File: src/rtl/vga_layer_pkg.sv
// Shared types and constants for the VGA layer arbiter.
//   ADDR_W / RGB_W : pixel address width and RGB565 pixel width
//   H_ACT / V_ACT  : active area size (addresses are 1-based, 0 = blanking)
//   win_t          : one layer window (enable + inclusive bounds)
//   cfg_state_e    : configuration commit FSM states
package vga_layer_pkg;

   localparam int ADDR_W = 12;
   localparam int RGB_W  = 16;
   localparam int H_ACT  = 640;
   localparam int V_ACT  = 480;

   typedef struct packed {
      logic              en;
      logic [ADDR_W-1:0] x0;
      logic [ADDR_W-1:0] x1;
      logic [ADDR_W-1:0] y0;
      logic [ADDR_W-1:0] y1;
   } win_t;

   typedef enum logic [1:0] {
      ST_IDLE    = 2'd0,
      ST_PENDING = 2'd1,
      ST_COMMIT  = 2'd2
   } cfg_state_e;

endpackage

File: src/rtl/vga_layer_window.sv
// Stage-1 window compare for one layer.
//   clk, rst_n         : clock, async active-low reset
//   win_i              : active window of this layer
//   addr_h_i, addr_v_i : 1-based pixel address (0 = blanking)
//   hit_o              : registered window hit
//   rel_h_o, rel_v_o   : registered window-relative coordinates, 0 when not hit
module vga_layer_window
   import vga_layer_pkg::*;
(
   input  logic              clk,
   input  logic              rst_n,
   input  win_t              win_i,
   input  logic [ADDR_W-1:0] addr_h_i,
   input  logic [ADDR_W-1:0] addr_v_i,
   output logic              hit_o,
   output logic [ADDR_W-1:0] rel_h_o,
   output logic [ADDR_W-1:0] rel_v_o
);

   logic              hit_d, hit_q;
   logic [ADDR_W-1:0] rel_h_d, rel_h_q;
   logic [ADDR_W-1:0] rel_v_d, rel_v_q;

   // An inverted window (x0 > x1 or y0 > y1) fails the range test naturally.
   always_comb begin
      hit_d   = win_i.en
              && (addr_h_i != '0) && (addr_v_i != '0)
              && (addr_h_i >= win_i.x0) && (addr_h_i <= win_i.x1)
              && (addr_v_i >= win_i.y0) && (addr_v_i <= win_i.y1);
      rel_h_d = '0;
      rel_v_d = '0;
      if (hit_d) begin
         rel_h_d = addr_h_i - win_i.x0;
         rel_v_d = addr_v_i - win_i.y0;
      end
   end

   always_ff @(posedge clk or negedge rst_n) begin
      if (!rst_n) begin
         hit_q   <= 1'b0;
         rel_h_q <= '0;
         rel_v_q <= '0;
      end else begin
         hit_q   <= hit_d;
         rel_h_q <= rel_h_d;
         rel_v_q <= rel_v_d;
      end
   end

   assign hit_o   = hit_q;
   assign rel_h_o = rel_h_q;
   assign rel_v_o = rel_v_q;

endmodule

File: src/rtl/vga_layer_arbiter.sv
// Pixel scheduler between the VGA timing driver and N_LAYER content layers.
// Window config is written into a shadow bank and copied to the active bank
// on the first v_sync falling edge after a write. Pixel path: addr -> layer
// hit/rel (1 cycle) -> rgb_data (2 cycles).
// Optional build macro LAYER_COLORKEY_EN: layer pixels equal to KEY_COLOR are
// treated as transparent and selection falls through to lower layers.
//
// state   | meaning
// IDLE    | no uncommitted shadow writes, cfg_ready = 1
// PENDING | shadow differs from active, waiting for v_sync falling edge
// COMMIT  | one cycle: active <= shadow, frame_commit = 1, cfg_ready = 0
//
// Ports: clk, rst_n; addr_h/addr_v/v_sync from driver; cfg_* valid/ready
// write port and sticky cfg_err; layer_hit/layer_rel_h/layer_rel_v to layers;
// layer_rgb from layers; rgb_data to driver; frame_commit pulse.
module vga_layer_arbiter
   import vga_layer_pkg::*;
#(
   parameter int               N_LAYER   = 4,
   parameter logic [RGB_W-1:0] BG_COLOR  = 16'h0000,
   parameter logic [RGB_W-1:0] KEY_COLOR = 16'hF81F
) (
   input  logic                      clk,
   input  logic                      rst_n,
   input  logic [ADDR_W-1:0]         addr_h,
   input  logic [ADDR_W-1:0]         addr_v,
   input  logic                      v_sync,
   input  logic                      cfg_valid,
   output logic                      cfg_ready,
   input  logic [2:0]                cfg_layer,
   input  logic                      cfg_en,
   input  logic [ADDR_W-1:0]         cfg_x0,
   input  logic [ADDR_W-1:0]         cfg_x1,
   input  logic [ADDR_W-1:0]         cfg_y0,
   input  logic [ADDR_W-1:0]         cfg_y1,
   output logic                      cfg_err,
   output logic [N_LAYER-1:0]        layer_hit,
   output logic [N_LAYER*ADDR_W-1:0] layer_rel_h,
   output logic [N_LAYER*ADDR_W-1:0] layer_rel_v,
   input  logic [N_LAYER*RGB_W-1:0]  layer_rgb,
   output logic [RGB_W-1:0]          rgb_data,
   output logic                      frame_commit
);

`ifdef LAYER_COLORKEY_EN
   localparam logic KEY_EN = 1'b1;
`else
   localparam logic KEY_EN = 1'b0;
`endif

   cfg_state_e       state_q, state_d;
   win_t             shadow_q [N_LAYER];
   win_t             active_q [N_LAYER];
   win_t             cfg_win;
   logic             vs_q;
   logic             vs_fall;
   logic             cfg_xfer;
   logic             cfg_good;
   logic             err_q;
   logic [N_LAYER-1:0] key_match;
   logic [N_LAYER-1:0] eff_hit;
   logic [RGB_W-1:0] rgb_d, rgb_q;

   assign cfg_win  = '{en: cfg_en, x0: cfg_x0, x1: cfg_x1, y0: cfg_y0, y1: cfg_y1};
   assign cfg_xfer = cfg_valid && cfg_ready;
   assign cfg_good = (int'(cfg_layer) < N_LAYER);
   assign vs_fall  = vs_q && !v_sync;

   // State register
   always_ff @(posedge clk or negedge rst_n) begin
      if (!rst_n) state_q <= ST_IDLE;
      else        state_q <= state_d;
   end

   // Next state; an out-of-range write never moves the FSM
   always_comb begin
      state_d = state_q;
      case (state_q)
         ST_IDLE:    if (cfg_xfer && cfg_good) state_d = ST_PENDING;
         ST_PENDING: if (vs_fall)              state_d = ST_COMMIT;
         ST_COMMIT:                            state_d = ST_IDLE;
         default:                              state_d = ST_IDLE;
      endcase
   end

   // Outputs
   always_comb begin
      cfg_ready    = 1'b1;
      frame_commit = 1'b0;
      if (state_q == ST_COMMIT) begin
         cfg_ready    = 1'b0;
         frame_commit = 1'b1;
      end
   end

   always_ff @(posedge clk or negedge rst_n) begin
      if (!rst_n) begin
         vs_q  <= 1'b1;
         err_q <= 1'b0;
         for (int i = 0; i < N_LAYER; i++) begin
            shadow_q[i] <= '0;
            active_q[i] <= '0;
         end
      end else begin
         vs_q <= v_sync;
         if (cfg_xfer && !cfg_good) err_q <= 1'b1;
         for (int i = 0; i < N_LAYER; i++) begin
            if (cfg_xfer && cfg_good && (cfg_layer == 3'(i))) shadow_q[i] <= cfg_win;
         end
         // A write in the edge cycle already landed in shadow_q, so it is copied here.
         if (state_q == ST_COMMIT) active_q <= shadow_q;
      end
   end

   assign cfg_err = err_q;

   for (genvar g = 0; g < N_LAYER; g++) begin : g_win
      vga_layer_window u_win (
         .clk      (clk),
         .rst_n    (rst_n),
         .win_i    (active_q[g]),
         .addr_h_i (addr_h),
         .addr_v_i (addr_v),
         .hit_o    (layer_hit[g]),
         .rel_h_o  (layer_rel_h[g*ADDR_W +: ADDR_W]),
         .rel_v_o  (layer_rel_v[g*ADDR_W +: ADDR_W])
      );
      assign key_match[g] = (layer_rgb[g*RGB_W +: RGB_W] == KEY_COLOR);
   end

   assign eff_hit = layer_hit & ~(key_match & {N_LAYER{KEY_EN}});

   // Highest index wins because later iterations overwrite earlier ones.
   always_comb begin
      rgb_d = BG_COLOR;
      for (int i = 0; i < N_LAYER; i++) begin
         if (eff_hit[i]) rgb_d = layer_rgb[i*RGB_W +: RGB_W];
      end
   end

   always_ff @(posedge clk or negedge rst_n) begin
      if (!rst_n) rgb_q <= '0;
      else        rgb_q <= rgb_d;
   end

   assign rgb_data = rgb_q;

endmodule

File: config.mk
export PLATFORM = sky130hd
export DESIGN_NAME = vga_layer_arbiter
export DESIGN_NICKNAME = d
export VERILOG_FILES = /design/src/rtl/vga_layer_pkg.sv /design/src/rtl/vga_layer_window.sv /design/src/rtl/vga_layer_arbiter.sv
export SDC_FILE = /design/constraint.sdc
export NUM_CORES = 1
export LEC_CHECK = 0
export ABC_AREA = 1
export ABC_CLOCK_PERIOD_IN_PS = 2690
export CAP_MARGIN = 10
export CORE_MARGIN = 3
export CORE_UTILIZATION = 45
export CTS_CLUSTER_DIAMETER = 150
export CTS_CLUSTER_SIZE = 16
export DETAILED_ROUTE_END_ITERATION = 8
export PLACE_DENSITY = 0.65
export SYNTH_ARGS = -nofsm -noshare
export SYNTH_HDL_FRONTEND = slang
export SYNTH_SLANG_ARGS = --single-unit
File: constraint.sdc
create_clock -name clk -period 2.69 [get_ports clk]
set_input_delay 0.538 -clock clk [delete_from_list [all_inputs] [get_ports clk]]
set_output_delay 0.538 -clock clk [all_outputs]
set_load 0.02 [all_outputs]
==> results by group, run 1 <==
Setup path
  • CP max FO: 12
  • Crit path kind: in -> reg
  • CP arrival: 2.99 ns
  • CP Launch Type: primary input
  • Crit end category: flop
  • Critical Path RT: 3.15 ns

Finish
  • Final core area utilization: 0.571
  • # diodes: 0
  • Non-filler cells, final: 4305
  • Nets: 3884
  • Share of layout cells above drive strength 1: 0.104
  • Area growth from synthesis to layout: 24.2%

Timing
  • Final Hold Fails: 0
  • Slew Viols, Final: 0
  • Relative slew slack: 0.368
  • Crit share post-route: 0.943
  • Setup TNS: 0 ns
  • Fin Hold WS: 0.425 ns
  • Fmax: 0.394 GHz
  • Post-route minimum period: 2.54 ns
  • Worst-margin pin slew: 0.948 ns
  • Final setup vio count: 0
  • Setup Skew: 0.0253 ns
  • RSZ-0062 raised after global routing: no

Detailed routing
  • WL/cell: 17.2 microns
  • # DRC: 0
  • Starting DRT DRC Count: 1297
  • Final wirelength: 73.9 mm
  • Drt pass-1 iters: 5
  • Post-route ant nets: 0
  • Via density: 5.03
  • Via count: 21600

Synthesis
  • Ys async rst share: 1.00
  • Post-synth EDFFs: 0
  • YS warnings: 0
  • Most common library cells after synthesis: nand2_1 (875), dfrtp_1 (511), o21ai_0 (387)
  • Post-synth top flop: dfrtp_1
  • Top cell type's share of synthesized area: 0.487
  • Most frequent cell after synthesis: nand2_1
  • Yosys cell types: 42
  • Synth area leader: dfrtp_1
  • Syn Std Cell Area: 0.0262 sq mm
  • Seq/Total Area, Yosys: 0.488
  • Avg Cell Area, Syn: 8.43 sq um
  • Yosys reg bits: 512
  • Top post-synthesis cells by area: dfrtp_1 (49%), nand2_1 (13%), ha_1 (9.2%)
  • Post-Synthesis Cells: 3111
  • Syn Nets: 3455

Clock tree
  • Clock buffer depth: 3
  • Worst-path clk slew: 0.07 ns
  • TritonCTS clock tree: built
  • CTS H-tree lvls: 2
  • Clock root buffer: clkbuf_16
  • Worst skew pair latency: 0.58 ns
  • CTS Sinks: 512
  • Cts bufs inserted: 37

Min path
  • Hold crit path type: in -> reg

Power
  • Leak: 16.1 nW
  • Total design power: 30.8 mW
  • Power per cell area: 944 mW/mm^2
  • Peak supply drop: 562 uV

Global routing
  • Initial antenna violation count: 2
  • Tot GR Track Use: 0.242
  • Number of global-route vias before repair: 21400
  • GRT overflow: 0
  • Largest net degree at the start of global routing: 247
  • Global-route wire length before repair: 116 mm

Floorplan
  • # IOs: 263
  • Starting density of the core: 0.460
  • Die area: 0.0612 sq mm
  • Chip width: 247 microns
  • # rows: 87
  • Core area: 0.0570 sq mm
  • Chip height: 247 microns

Placed design
  • GP Congestion: 0.925
  • DP HPWL: 56.2 mm
  • Placed insts: 4256
  • Port bufs: 262

Run
  • Max Cap Viol: 0

Run status
  • Outcome: complete, no violations
==> cell usage in the layout (no fill, tap or decap), types with 4 or more instances in the layout <==
| cell | n |
|---|---|
| nor2_1 | 175 |
| nor3_1 | 32 |
| a31oi_1 | 9 |
| inv_1 | 382 |
| ha_1 | 192 |
| a21o_1 | 18 |
| buf_4 | 201 |
| nand4_4 | 4 |
| clkbuf_16 | 39 |
| o21bai_1 | 22 |
| nor2_2 | 41 |
| nand2_1 | 875 |
| o21ai_1 | 14 |
| clkbuf_1 | 8 |
| xnor2_1 | 24 |
| xor2_1 | 35 |
| nor2_4 | 4 |
| clkdlybuf4s50_1 | 261 |
| nand3_1 | 61 |
| nor3_2 | 25 |
| o21ai_0 | 387 |
| a21oi_1 | 113 |
| buf_12 | 37 |
| fa_1 | 8 |
| and2_1 | 6 |
| dfrtp_1 | 511 |
| nand4_1 | 35 |
| or2_2 | 4 |
==> state kept, by name (all words and copies together) (netlist names) <==
register / count
active_q: 196
cfg_err: 1
g_win.u_win.hit_o: 4
g_win.u_win.rel_h_o: 48
g_win.u_win.rel_v_o: 48
rgb_data: 16
shadow_q: 196
state_q: 2
vs_q: 1
==> where the power goes <==
part	total (mW)	internal, mW	leakage, nW	switching, mW
logic	14.6	6.10	8.93	8.53
clock network	5.28	2.62	0.495	2.67
registers	10.8	9.95	6.68	0.892
total	30.8	18.7	16.1	12.1
==> final timing paths <==
kind,start,to,slack (ns),cells after the start
worst max-delay path,addr_h[0],g_win[2].u_win.rel_v_o[10]$_DFF_PN0_,0.15,16
worst min-delay path,v_sync,vs_q$_DFF_PN1_,0.43,1
worst max register to register,active_q[61]$_DFFE_PN0P_,g_win[2].u_win.rel_v_o[10]$_DFF_PN0_,0.49,14
worst min register to register,shadow_q[177]$_DFFE_PN0P_,active_q[177]$_DFFE_PN0P_,0.47,2
max in group asynchronous,rst_n,g_win[0].u_win.rel_v_o[8]$_DFF_PN0_,1.25,3
min in group asynchronous,rst_n,g_win[1].u_win.rel_h_o[7]$_DFF_PN0_,0.54,2
==> per-stage QoR <==
step,setup WS (ns),area [sq um]
after floorplan,0.385,26200
after global placement,-0.455,31600
after detailed placement,-0.458,31600
after CTS,0.145,32600
after global routing,0.0241,32600
final,0.154,32600
==> critical path, stage by stage <==
cell and delay [ns]:
clkdlybuf4s50_1 0.46, inv_1 0.34, ha_1 0.24, inv_1 0.07, fa_1 0.38, nand2_1 0.08, nand2_1 0.07, nand2_1 0.08
nand2_1 0.05, nand2_1 0.05, nand3_1 0.10, nand3_2 0.12, nor2_4 0.05, inv_2 0.14, buf_12 0.17, nor2_1 0.06
==> cell type report <==
| cell class | count | area [sq um] |
|---|---|---|
| fillers | 5195 | 24500 |
| flip-flops and latches | 512 | 12800 |
| multi-input cells | 2103 | 11500 |
| repair buffers | 501 | 4890 |
| inverters | 385 | 1450 |
| clock buffers | 47 | 1010 |
| well taps | 756 | 946 |
| clock inverters | 1 | 8.76 |
==> logic make-up after synthesis <==
| logic type | after synthesis | share of synthesized area |
|---|---|---|
| AOI/OAI and AO/OA | 569 | 0.113 |
| and+or+nand+nor | 1275 | 0.205 |
| xor gates and xnor gates | 59 | 0.0197 |
| buffers and inverters | 496 | 0.0759 |
| adders and majority gates | 200 | 0.0977 |
| DFF | 512 | 0.488 |
==> per-layer routing <==
metal | up-vias | wire [microns] | track usage
met4 | 2 | 1960 | 0.0729
met3 | 97 | 4550 | 0.0403
met5 | - | 13 | 0
met1 | 10300 | 33400 | 0.328
met2 | 537 | 33900 | 0.399
li1 | 10800 | - | -
==> timing repair <==
item,CTS,global route
endpoints found under the hold margin,46,0
hold buffers,1,0
gates resized for setup,0,1
endpoints found under the setup margin,0,20
buffers inserted,0,0
Note: power is estimated with default switching activity, not from simulation.
==> inputs of run 2 (changes only) <==
Settings changed: SLEW_MARGIN set to 10.
==> results of run 2 <==
No change in the layout: final DEF, timing and power equal those of run 1.
==> inputs of run 3 (changes only) <==
Settings changed: ABC_AREA 1 to not set, PLACE_DENSITY 0.65 to 0.66, TNS_END_PERCENT set to 20.
==> run 3 against run 2 <==
Net effect:
- core utilization grew 2.3 points
- die area shrank 4.5%
- first-iteration DRC count shrank 7.2%
- critical endpoint is now g_win[0].u_win.rel_h_o[3]$_DFF_PN0_
- wire length is 5.0% lower
- worst hold slack worse by 0.023 ns
- non-clock buffer count increased by 94
- maximum frequency down 3.2%
- setup slack worse by 0.084 ns
- largest power group unchanged
- clock skew decreased by 0.013 ns
- count of clock-buffer cells in the layout shrank 1
- total power shrank 4.0%
- combinational power shrank 8%
==> results by group, run 3 <==
Placed design
  • DP HPWL: 51.5 mm
  • DP Area: 0.0310 sq mm
  • Port bufs: 262
  • Placed insts: 3606
  • Place WS: -0.719 ns
  • GP Congestion: 0.895

Finish
  • Storage element area: 0.0128 sq mm
  • Commonest non-fill, non-tap cell in the layout: dfrtp_1
  • Multi-input gate area: 0.0112 sq mm
  • Commonest cells after routing, fill and taps aside: dfrtp_1 (511), buf_4 (294), nand2_1 (290), clkdlybuf4s50_1 (252)
  • Share of layout cells above drive strength 1: 0.217
  • Fillers: 4571
  • Area growth from synthesis to layout: 29.3%
  • Nets: 3255
  • Largest regs: active_q (196), shadow_q (196)
  • Non-filler cells, final: 3659
  • Fin area: 0.0324 sq mm

Synthesis
  • Synth area leader: dfrtp_1
  • Post-Synthesis Cells: 2363
  • Post-synth EDFFs: 0
  • Post-synth top flop: dfrtp_1
  • Avg Cell Area, Syn: 10.6 sq um
  • Syn Nets: 2707
  • Syn Std Cell Area: 0.0250 sq mm
  • Most frequent cell after synthesis: dfrtp_1
  • Top cell type's share of synthesized area: 0.511
  • Top post-synthesis cells by area: dfrtp_1 (51%), ha_1 (9.6%), mux2_2 (8.8%)
  • Most common library cells after synthesis: dfrtp_1 (511), nand2_1 (292), o21ai_0 (230)
  • Seq/Total Area, Yosys: 0.512
  • Yosys reg bits: 512
  • Ys async rst share: 1.00
  • YS warnings: 0
  • Yosys cell types: 68

Floorplan
  • Starting density of the core: 0.460
  • # rows: 85
  • Chip height: 242 microns
  • # IOs: 263
  • Die area: 0.0585 sq mm
  • Core area: 0.0545 sq mm
  • Chip width: 242 microns

Clock tree
  • Post CTS Setup Buffer Count: 0
  • Cts bufs inserted: 37
  • Clock root buffer: clkbuf_16
  • Worst-path clk slew: 0.07 ns
  • Clock buffer depth: 3
  • TritonCTS clock tree: built
  • CTS H-tree lvls: 2
  • CTS Sinks: 512
  • Worst skew pair latency: 0.56 ns

Setup path
  • Crit path kind: in -> reg
  • Slowest stage delay, CP: 0.42 ns
  • R2r startpoint: active_q[62]$_DFFE_PN0P_
  • Critical Path RT: 3.17 ns
  • Crit end category: flop
  • Slowest stage cell on the critical path: clkdlybuf4s50_1
  • R2R Setup Slk: 0.24 ns
  • R2R Path End: g_win[2].u_win.rel_v_o[11]$_DFF_PN0_
  • CP max FO: 12
  • Worst-path cell chain: clkdlybuf4s50_1 -> buf_6 -> buf_4 -> ha_1 -> nor2b_1 -> o211ai_1 -> a21oi_1 -> nor3_2 -> o311ai_2 -> or3_4 -> buf_6 -> nor3b_2
  • CP Launch Type: primary input
  • Most frequent CP cell: buf_6
  • R2R depth: 8
  • CP arrival: 3.10 ns

Timing
  • Relative slew slack: 0.259
  • Slew Viols, Final: 0
  • Final setup vio count: 0
  • Fmax: 0.382 GHz
  • Post-route minimum period: 2.62 ns
  • Worst-margin pin slew: 1.11 ns
  • Setup Skew: 0.0122 ns
  • Post-layout worst setup margin: 0.0701 ns
  • Crit share post-route: 0.974
  • Final Hold Fails: 0

Global routing
  • Number of global-route vias before repair: 19900
  • GRT overflow: 0
  • Initial antenna violation count: 2
  • Global-route wire length before repair: 110 mm
  • Tot GR Track Use: 0.236
  • Largest net degree at the start of global routing: 208

Detailed routing
  • WL/cell: 19.2 microns
  • Via density: 5.29
  • Via count: 19300
  • Starting DRT DRC Count: 1204
  • Post-route ant nets: 0
  • Final wirelength: 70.1 mm
  • Drt pass-1 iters: 5
  • # DRC: 0

Run status
  • Outcome: complete, no violations

Power
  • Peak supply drop: 417 uV
  • Power per cell area: 912 mW/mm^2
  • Leak: 15.0 nW
  • Total design power: 29.5 mW

Min path
  • Worst Hold End: vs_q$_DFF_PN1_
  • Hold crit path type: in -> reg
  • Hold Crit Depth: 1
  • Min-delay src: v_sync

Run
  • Max Cap Viol: 0
[run 3: changes by cell type after synthesis, sizes merged, moves of 16 or more]
cell,previous run,this run
o21ai,402,232
buf,52,36
o21bai,22,5
nor2b,0,23
o21a,1,23
nor2,220,108
nand2,878,292
nor3,57,38
a21o,18,39
inv,385,221
mux2,0,196
a21oi,113,135
nand3,64,14
[run 3: how the worst max path moves through the flow]
stage | slack (ns) | endpoint | start
2_1_floorplan | 0.08 | g_win[1].u_win.rel_v_o[10]$_DFF_PN0_ | addr_v[0]
3_3_place_gp | -0.67 | g_win[1].u_win.rel_v_o[3]$_DFF_PN0_ | addr_h[0]
3_5_place_dp | -0.72 | g_win[1].u_win.rel_v_o[3]$_DFF_PN0_ | addr_h[0]
4_1_cts | -0.02 | g_win[0].u_win.rel_h_o[7]$_DFF_PN0_ | addr_h[1]
5_1_grt | -0.02 | g_win[3].u_win.rel_h_o[10]$_DFF_PN0_ | addr_v[3]
6_report | 0.07 | g_win[0].u_win.rel_h_o[3]$_DFF_PN0_ | addr_h[1]
[run 3: critical path, delay by kind of cell]
kind                       cells  cell delay, ns
AOI/OAI and AO/OA              3            0.44
and+or+nand+nor                4            0.89
buffers and inverters          4            0.90
adders and majority gates      1            0.31
[run 3: cells by family after synthesis]
| group | count (synthesis) | synth area share |
|---|---|---|
| AOI/OAI and AO/OA | 523 | 0.125 |
| xor gates and xnor gates | 53 | 0.0185 |
| adders and majority gates | 200 | 0.102 |
| buffers and inverters | 307 | 0.0497 |
| DFF | 512 | 0.512 |
| muxes | 197 | 0.0886 |
| and+or+nand+nor | 571 | 0.104 |
[run 3: cell type report]
| cell class | count | share of cell area |
|---|---|---|
| Timing Repair Buffer | 595 | 0.172 |
| Sequential cell | 512 | 0.396 |
| Multi-Input combinational cell | 1544 | 0.346 |
| Clock inverter | 1 | 0.000271 |
| Clock buffer | 46 | 0.0310 |
| Inverter | 221 | 0.0259 |
| Tap cell | 739 | 0.0286 |
| Antenna cell | 1 | 0.0000773 |
[run 3: through the flow]
stage          utilization  hold WS [ns]  TNS [ns]
2_1_floorplan            -         0.242         0
3_3_place_gp         0.570         0.442    -51.33
3_5_place_dp         0.570         0.450    -56.51
4_1_cts              0.589         0.376   -0.0554
5_1_grt              0.594         0.386   -0.0151
6_report             0.594         0.402         0
[run 3: power by group]
part,internal [mW],total (mW),switching [mW]
sequential,9.91,10.8,0.868
combinational,6.65,13.5,6.85
clock,2.61,5.25,2.64
[run 3: per-layer routing]
metal	vias up	routed length (microns)	track usage
met4	0	1680	0.0614
met5	-	0	0
met3	99	3040	0.0279
li1	9208	-	-
met2	462	32800	0.387
met1	9576	32600	0.335
[run 3: what timing repair did]
action                                 CTS  global route
resized for setup                       10            63
hold buffers                             1             0
gates cloned                             0             4
endpoints found under the hold margin   35             0
setup endpoints to repair               26            85
pin swaps                                1            14
